==> src/rtl/fdc_pkg.sv <==
// Shared types and bit positions for the FDC sector staging buffer.
package fdc_pkg;

  typedef enum logic [2:0] {
    IDLE,
    HOST_RD,
    FDC_RD,
    FDC_WR,
    HOST_WR,
    WAIT_ACK
  } fdc_state_t;

  localparam int SR_RDREQ = 31;
  localparam int SR_WRREQ = 30;
  localparam int SR_DRIVE = 25;
  localparam int SR_SIDE  = 24;

  localparam int CR_ACK = 31;
  localparam int CR_ERR = 30;

endpackage

==> src/rtl/fdc_sector_ram.sv <==
// Simple dual-port sector RAM: one write port, one registered read port with enable.
module fdc_sector_ram #(
  parameter int DEPTH  = 512,
  parameter int ADDR_W = 9
) (
  input  logic              clk,
  input  logic              we,
  input  logic [ADDR_W-1:0] waddr,
  input  logic [7:0]        wdata,
  input  logic              re,
  input  logic [ADDR_W-1:0] raddr,
  output logic [7:0]        rdata
);

  logic [7:0] mem [DEPTH];
  logic [7:0] rdata_reg;

  always_ff @(posedge clk) begin
    if (we) begin
      mem[waddr] <= wdata;
    end
    if (re) begin
      rdata_reg <= mem[raddr];
    end
  end

  assign rdata = rdata_reg;

endmodule

==> src/rtl/fdc_sector_buffer.sv <==
// Stages one FDC sector between the nec765 core and the host disk-image side
// through a sector RAM, with a status word announcing each request to the host.
module fdc_sector_buffer
  import fdc_pkg::*;
#(
  parameter int SECTOR_BYTES = 512,
  parameter int ADDR_W       = 9
) (
  input  logic        clk,
  input  logic        rst,
  input  logic        req,
  input  logic        req_write,
  input  logic        req_drive,
  input  logic        req_side,
  input  logic [7:0]  req_track,
  input  logic [7:0]  req_sector,
  input  logic        abort,
  output logic        busy,
  output logic        done,
  output logic        err,
  input  logic        fdc_rd,
  output logic [7:0]  fdc_rdata,
  input  logic        fdc_wr,
  input  logic [7:0]  fdc_wdata,
  output logic [31:0] disk_sr,
  input  logic [31:0] disk_cr,
  input  logic [7:0]  disk_data_in,
  input  logic        disk_data_clkin,
  output logic [7:0]  disk_data_out,
  input  logic        disk_data_clkout
);

  localparam logic [ADDR_W:0] PTR_LAST = (ADDR_W + 1)'(SECTOR_BYTES - 1);

  fdc_state_t      state_reg, state_next;
  logic [ADDR_W:0] ptr_reg, ptr_next;
  logic            done_reg, done_next;
  logic            err_reg, err_next;
  logic            drive_reg, side_reg;
  logic [7:0]      track_reg, sector_reg;
  logic            clkin_prev_reg, clkout_prev_reg;
  logic            fdc_show_reg;
  logic [7:0]      fdc_hold_reg;

  logic       accept, fdc_take;
  logic       ram_we, ram_re;
  logic [7:0] ram_wdata, ram_rdata;
  logic       clkin_rise, clkout_rise, ptr_last;
  logic       unused_cr;

  assign clkin_rise  = disk_data_clkin & ~clkin_prev_reg;
  assign clkout_rise = disk_data_clkout & ~clkout_prev_reg;
  assign ptr_last    = (ptr_reg == PTR_LAST);
  assign unused_cr   = &{1'b0, disk_cr[29:0]};

  always_comb begin
    state_next = state_reg;
    ptr_next   = ptr_reg;
    done_next  = 1'b0;
    err_next   = err_reg;
    accept     = 1'b0;
    fdc_take   = 1'b0;
    ram_we     = 1'b0;
    ram_re     = 1'b0;
    ram_wdata  = fdc_wdata;
    if (abort) begin
      state_next = IDLE;
      done_next  = 1'b1;
      err_next   = 1'b1;
    end else begin
      case (state_reg)
        IDLE: begin
          if (req) begin
            accept     = 1'b1;
            err_next   = 1'b0;
            state_next = req_write ? FDC_WR : HOST_RD;
          end
        end
        HOST_RD: begin
          if (disk_cr[CR_ERR]) begin
            done_next  = 1'b1;
            err_next   = 1'b1;
            state_next = IDLE;
          end else if (clkin_rise) begin
            ram_we    = 1'b1;
            ram_wdata = disk_data_in;
            ptr_next  = ptr_reg + 1'b1;
            if (ptr_last) state_next = FDC_RD;
          end
        end
        FDC_RD: begin
          if (fdc_rd) begin
            fdc_take = 1'b1;
            ram_re   = 1'b1;
            ptr_next = ptr_reg + 1'b1;
            if (ptr_last) begin
              done_next  = 1'b1;
              err_next   = 1'b0;
              state_next = IDLE;
            end
          end
        end
        FDC_WR: begin
          if (fdc_wr) begin
            ram_we   = 1'b1;
            ptr_next = ptr_reg + 1'b1;
            if (ptr_last) state_next = HOST_WR;
          end
        end
        HOST_WR: begin
          // Read port streams buf[ptr] continuously so the host sees it settle.
          ram_re = 1'b1;
          if (disk_cr[CR_ERR]) begin
            done_next  = 1'b1;
            err_next   = 1'b1;
            state_next = IDLE;
          end else if (clkout_rise) begin
            ptr_next = ptr_reg + 1'b1;
            if (ptr_last) state_next = WAIT_ACK;
          end
        end
        WAIT_ACK: begin
          if (disk_cr[CR_ACK]) begin
            done_next  = 1'b1;
            err_next   = disk_cr[CR_ERR];
            state_next = IDLE;
          end
        end
        default: state_next = IDLE;
      endcase
    end
    if (state_next != state_reg) ptr_next = '0;
  end

  always_ff @(posedge clk) begin
    if (rst) begin
      state_reg       <= IDLE;
      ptr_reg         <= '0;
      done_reg        <= 1'b0;
      err_reg         <= 1'b0;
      drive_reg       <= 1'b0;
      side_reg        <= 1'b0;
      track_reg       <= '0;
      sector_reg      <= '0;
      clkin_prev_reg  <= 1'b1;
      clkout_prev_reg <= 1'b1;
      fdc_show_reg    <= 1'b0;
      fdc_hold_reg    <= '0;
    end else begin
      state_reg       <= state_next;
      ptr_reg         <= ptr_next;
      done_reg        <= done_next;
      err_reg         <= err_next;
      clkin_prev_reg  <= disk_data_clkin;
      clkout_prev_reg <= disk_data_clkout;
      fdc_show_reg    <= fdc_take;
      if (fdc_show_reg) fdc_hold_reg <= ram_rdata;
      if (accept) begin
        drive_reg  <= req_drive;
        side_reg   <= req_side;
        track_reg  <= req_track;
        sector_reg <= req_sector;
      end
    end
  end

  fdc_sector_ram #(
    .DEPTH (SECTOR_BYTES),
    .ADDR_W(ADDR_W)
  ) u_ram (
    .clk  (clk),
    .we   (ram_we),
    .waddr(ptr_reg[ADDR_W-1:0]),
    .wdata(ram_wdata),
    .re   (ram_re),
    .raddr(ptr_reg[ADDR_W-1:0]),
    .rdata(ram_rdata)
  );

  always_comb begin
    disk_sr = '0;
    if (state_reg != IDLE) begin
      disk_sr[SR_RDREQ] = (state_reg == HOST_RD);
      disk_sr[SR_WRREQ] = (state_reg == HOST_WR) || (state_reg == WAIT_ACK);
      disk_sr[SR_DRIVE] = drive_reg;
      disk_sr[SR_SIDE]  = side_reg;
      disk_sr[23:16]    = track_reg;
      disk_sr[15:8]     = sector_reg;
    end
  end

  // RAM output goes straight out the cycle after a read, then the copy holds it.
  assign fdc_rdata     = fdc_show_reg ? ram_rdata : fdc_hold_reg;
  assign disk_data_out = (state_reg == HOST_WR) ? ram_rdata : 8'h00;
  assign busy          = (state_reg != IDLE);
  assign done          = done_reg;
  assign err           = err_reg;

endmodule

==> config.mk <==
export PLATFORM = sky130hd
export DESIGN_NAME = fdc_sector_buffer
export DESIGN_NICKNAME = d
export VERILOG_FILES = /design/src/rtl/fdc_pkg.sv /design/src/rtl/fdc_sector_ram.sv /design/src/rtl/fdc_sector_buffer.sv
export SDC_FILE = /design/constraint.sdc
export NUM_CORES = 2
export LEC_CHECK = 0
export BUFFER_PORTS_ARGS = -buffer_cell sky130_fd_sc_hd__buf_2
export CORE_ASPECT_RATIO = 1.1
export CORE_MARGIN = 5
export CORE_UTILIZATION = 40
export DETAILED_ROUTE_END_ITERATION = 6
export PLACE_DENSITY = 0.56
export SLEW_MARGIN = 20
export SYNTH_ARGS = -nofsm -noshare
export SYNTH_HDL_FRONTEND = slang
export SYNTH_SLANG_ARGS = --single-unit
==> constraint.sdc <==
create_clock -name clk -period 13.3 [get_ports clk]
set_input_delay 3.99 -clock clk [delete_from_list [all_inputs] [get_ports clk]]
set_output_delay 3.99 -clock clk [all_outputs]
set_load 0.02 [all_outputs]
# After elaboration in Yosys (flattened, before gate mapping)
# Memory sizes are Yosys's and may differ from the RTL's. A register that Yosys moved wholly into a read port is not among the register bits.
# Index checks and enable logic that the tools add are counted.
[op_classes] n_addsub=1 n_eq_ne=18 muxes=56 bitwise_logic=6 reduce_logical=10
[ops] op="2-to-1 mux 10 bit" count=6
[ops] op="2-to-1 mux 8 bit" count=6
[ops] op="one-hot mux 10 bit (4 select lines)" count=1
[ops] op="2-to-1 mux 3 bit" count=13
[ops] op="2-to-1 mux 1 bit" count=22
[ops] op="2-to-1 mux 18 bit" count=1
[ops] op="one-hot mux 3 bit (6 select lines)" count=1
[ops] op="!= test 2 bit (second input constant)" count=6
[ops] op="!= test 3 bit (second input constant)" count=4
[ops] op="adder 10 x 1 -> 10 bit (second input constant)" count=1
[ops] op="== test 10 x 9 -> 1 bit (second input constant)" count=1
[ops] op="AND reduction 8 bit" count=1
[ops] op="== test 3 x 2 -> 1 bit (second input constant)" count=2
[ops] op="== test 3 bit (second input constant)" count=2
[ops] op="AND reduction 6 bit" count=1
[ops] op="nonzero test 5 bit" count=1
[ops] op="2-to-1 mux 2 bit" count=2
[ops] op="inverter 1 bit" count=4
[ops] op="one-hot mux 1 bit (2 select lines)" count=2
[ops] op="one-hot mux 1 bit (4 select lines)" count=1
[ops] op="nonzero test 4 bit" count=1
[ops] op="OR reduction 2 bit" count=2
[ops] op="== test 3 x 1 -> 1 bit (second input constant)" count=1
[ops] op="zero test 3 bit" count=1
[ops] op="other kinds (7)" count=8
[totals] register_bits=44 ramBits=4096 wordCells=104 memories=1
[memory_table] memory="u_ram.mem" words=512 word_bits=8 rd=1 rd_clocked_by_memory_dff=1 write_ports=1 line="fdc_sector_ram.sv:15" text="logic [7:0] mem [DEPTH];"

# Logic depth before layout (Yosys ltp)
[logic_depth] depth_word=8 ltp_mapped=14

# By module
# From an unflattened synthesis, not the netlist that was laid out.
[hier_totals] hier_cells=8330 area_unflattened_um2=162465.8
[modules_own_cells] module="fdc_sector_ram" n_inst=1 cells_per_inst=8030 area_each_um2=160007.2 seq_area_each_um2=123238.2
[modules_own_cells] module="fdc_sector_buffer" n_inst=1 cells_per_inst=300 area_each_um2=2458.6 seq_area_each_um2=880.8

# Worst setup path after synthesis
# OpenSTA, ideal clock, no wires.
[synth_timing] path_type="in2reg" from="input port abort" to="memory u_ram.mem[0][0], data pin" arrival_time_ps=8269 path_slack_ps=4119 cell_stages=4 path_buffers=2 path_cell_list="clkbuf_1 -> or3_1 -> buf_4 -> mux2_2"
[synth_via] elab_chain_len=1
[synth_lines] element="start, declared" line="fdc_sector_buffer.sv:17" text="input logic abort,"
[synth_lines] element="2-to-1 mux 8 bit" line="fdc_sector_buffer.sv:66" text="if (abort) begin"
[synth_lines] element="net ram_wdata[0]" line="fdc_sector_buffer.sv:47" text="logic [7:0] ram_wdata, ram_rdata;"
[synth_lines] element="end, declared" line="fdc_sector_ram.sv:15"
# The timed path passes the listed nets, and every way through them passes these cells.

# Final worst setup path
[layout_timing] from="input port disk_cr[30]" to="memory u_ram.mem[485][4], data pin"
[layout_via] elab_chain_len=3
[layout_lines] element="start, declared" line="fdc_sector_buffer.sv:26" text="input logic [31:0] disk_cr,"
[layout_lines] element="2-to-1 mux 8 bit" line="fdc_sector_buffer.sv:80" text="if (disk_cr[CR_ERR]) begin"
[layout_lines] element="2-to-1 mux 8 bit" line="fdc_sector_buffer.sv:71" text="case (state_reg)"
[layout_lines] element="2-to-1 mux 8 bit" line="fdc_sector_buffer.sv:66"
[layout_lines] element="net ram_wdata[4]" line="fdc_sector_buffer.sv:47"
# The timed path passes the listed nets, and every way through them passes these cells.

==> flow_metrics.tcl <==
set metrics [dict create \
    critPathLaunchType "input pin" \
    synth_ff_type "edfxtp_1" \
    finalWeightedCongestion 0.948 \
    ff2ff_setup_slack_ps 6330 \
    dr.pass1.iters 6 \
    synth_area_leaders "edfxtp_1 76%, mux4_2 13%, mux2i_1 2.2%, nor2_1 1.2%, dfxtp_1 0.54%" \
    die_w_um 616 \
    fin_worst_skew_ps 52.4 \
    dp_hpwl_mm 291 \
    timing.final.crit_share 0.539 \
    grt_max_degree 209 \
    yosysUniqueCellTypes 86 \
    reg2reg_from "ptr_reg[0]" \
    drc_errors 0 \
    yosysSeqAreaShare 0.767 \
    power.density_nw_per_um2 145 \
    grt_pass1_wl_mm 656 \
    ys_warn_count 0 \
    setup_slack_ps 6130 \
    cts_resized 0 \
    tightest_slew_ps 1370 \
    crit_required_ps 13850 \
    start_util 0.401 \
    wl_per_cell_um 34.8 \
    setup.worst_path.start "disk_cr[30]" \
    drive_gt1_frac 0.243 \
    cts_made_buffers 402 \
    cts_hold_buf 0 \
    min_to "drive_reg" \
    yosysTopAreaCellShare 0.761 \
    die_y_um 677 \
    min_delay_path_depth 2 \
    relSlewSlack 0.0612 \
    rsz0062_at_grt "false" \
    end_kind "register" \
    ir_drop_uv 110 \
    fillers 33816 \
    wirelength_mm 473 \
    antenna_left 0 \
    reg2reg_to "u_ram.rdata[7]" \
    critical_path_arrival_ps 7720 \
    syn_inst 7768 \
    synth-edff-count 4104 \
    maxCapViolCount 0 \
    clkTransAtPathRegs_ps 60 \
    outcome "completed" \
    netlist_area_um2 162000 \
    path_max_fanout 115 \
    cts_setup_buffers 0 \
    grt_usage 0.221 \
    io_pins 126 \
    synth-seq-cells 4148 \
    fmaxAchievable_mhz 140 \
    tns_ps 0 \
    yosys.area.top_type "edfxtp_1" \
    worstHoldPathType "register to register" \
    setup_viol 0 \
    p_leak_nw 54.5 \
    hold_viol 0 \
    std_cell_rows 245 \
    slew_violations 0 \
    fp.dieArea_um2 417000 \
    reg2reg_depth 9 \
    viasPerCell 6.01 \
    core_area_um2 404000 \
    drt-initial-drc-count 10774 \
    cts_tree "built" \
    clk_path_buf_depth 4 \
    h-tree-depth 5 \
    worstSetupPathType "input pin to register" \
    syn_to_final_growth_pct 12.3 \
    dr_total_vias 81840 \
    antenna_found_initial 28 \
    largest_register_ffs 4096 \
    place_ws_ps 5130 \
    syn_avg_cell_area_um2 20.8 \
    hp-start "drive_reg" \
    io_buffers 83 \
    ys_async_sr_fraction 0 \
    clk_latency_ps 930 \
    gr-total-overflow 0 \
    layout_min_cycle_time_ps 7170 \
    root_buffer "clkbuf_16" \
    grt_pass1_vias 81284 \
    cts_sinks 4148 \
    layout.nets 8053 \
]
## through the flow
step	hold WS (ps)	std cells	instance area [um2]	total power, mW	util
6_report	453	13615	182000	26.4	0.450
5_1_grt	478	13608	182000	27.1	0.450
4_1_cts	454	13605	182000	26.6	0.450
3_5_place_dp	445	12878	169000	15.2	0.417
3_3_place_gp	453	12878	169000	15.2	0.417
2_1_floorplan	432	7779	162000	15.0	-
## area by class of cell
type	instances	area (um2)	area share
Clock buffer	487	10700	0.0586
Timing Repair Buffer	278	2140	0.0118
Clock inverter	240	2480	0.0137
Tap cell	5310	6640	0.0366
Antenna cell	8	20.0	0.000110
Sequential cell	4148	124000	0.683
Multi-Input combinational cell	3134	35600	0.196
Inverter	10	50.0	0.000275
## logic make-up (layout without fill, tap and decap cells)
family                     after synthesis  count (layout)  share of synthesized area
other                                    1              20                  0.0000232
xor gates and xnor gates                12              12                   0.000649
AOI/OAI and AO/OA                      617             617                     0.0257
adders and majority gates                4               4                   0.000309
buffers and inverters                  497            1015                     0.0162
muxes                                 1356            1356                      0.157
and+or+nand+nor                       1133            1133                     0.0330
DFF                                   4148            4148                      0.767
## worst max-delay path, cell delays in order
cell,delay (ps)
buf_2,130
nand2b_1,180
or3_1,710
mux2_8,870
buf_4,690
buf_4,880
## cell usage after synthesis, drive strengths merged, types with 5 or more instances
library cell and count:
xor2 8, inv 9, and2 18, o22ai 135
clkbuf 136, o32ai 7, a32oi 14, mux4 943
nor3b 13, o21ai 88, a211oi 22, o211ai 12
buf 351, edfxtp 4104, a2111oi 13, and3 20
nor2b 43, nand3 77, a221oi 22, mux2 54
nand2b 14, and3b 9, dfxtp 44, nor2 608
nand4b 6, nand3b 7, nor3 18, a21oi 99
a22oi 112, mux2i 359, nor4 23, nand4 36
or4 5, and4 7, a22o 25, a31oi 18
a32o 6, nand2 212
## cell usage in the layout (no fill, tap or decap), drive strengths merged, types with 20 or more instances in the layout
cell      Yosys  routed
mux2i       359     359
a211oi       22      22
bufinv        0      48
mux4        943     943
o22ai       135     135
buf         351     277
a221oi       22      22
clkinvlp      0      20
clkinv        1     160
nor2b        43      43
nor4         23      23
edfxtp     4104    4104
nand3        77      77
dfxtp        44      44
o21ai        88      88
and3         20      20
mux2         54      54
nand2       212     212
clkbuf      136     488
nor2        608     608
a21oi        99      99
nand4        36      36
a22oi       112     112
inv           9      22
a22o         25      25
## where the power goes
group	internal (mW)	switching (mW)	leakage (nW)	total (mW)
sequential	14.4	0.00543	37.2	14.4
combinational	0.132	0.387	10.8	0.519
clock	6.63	4.89	6.42	11.5
total	21.1	5.28	54.5	26.4
## routing by layer
metal | vias to the layer above | wire length (um) | GRT usage
met5 | - | 66 | 0
met1 | 44243 | 187000 | 0.307
met3 | 749 | 42600 | 0.0429
met2 | 4181 | 224000 | 0.349
li1 | 32657 | - | -
met4 | 10 | 20500 | 0.0836
## worst max-delay path by stage
stage | end | cells past startpoint
finish | u_ram.mem[485][4] | 6
global route | u_ram.mem[455][4] | 6
CTS | u_ram.mem[485][4] | 6
detailed placement | u_ram.mem[488][4] | 6
global placement | u_ram.mem[320][1] | 8
floorplan | u_ram.mem[0][0] | 4
Note: power is estimated with default switching activity, not from simulation.
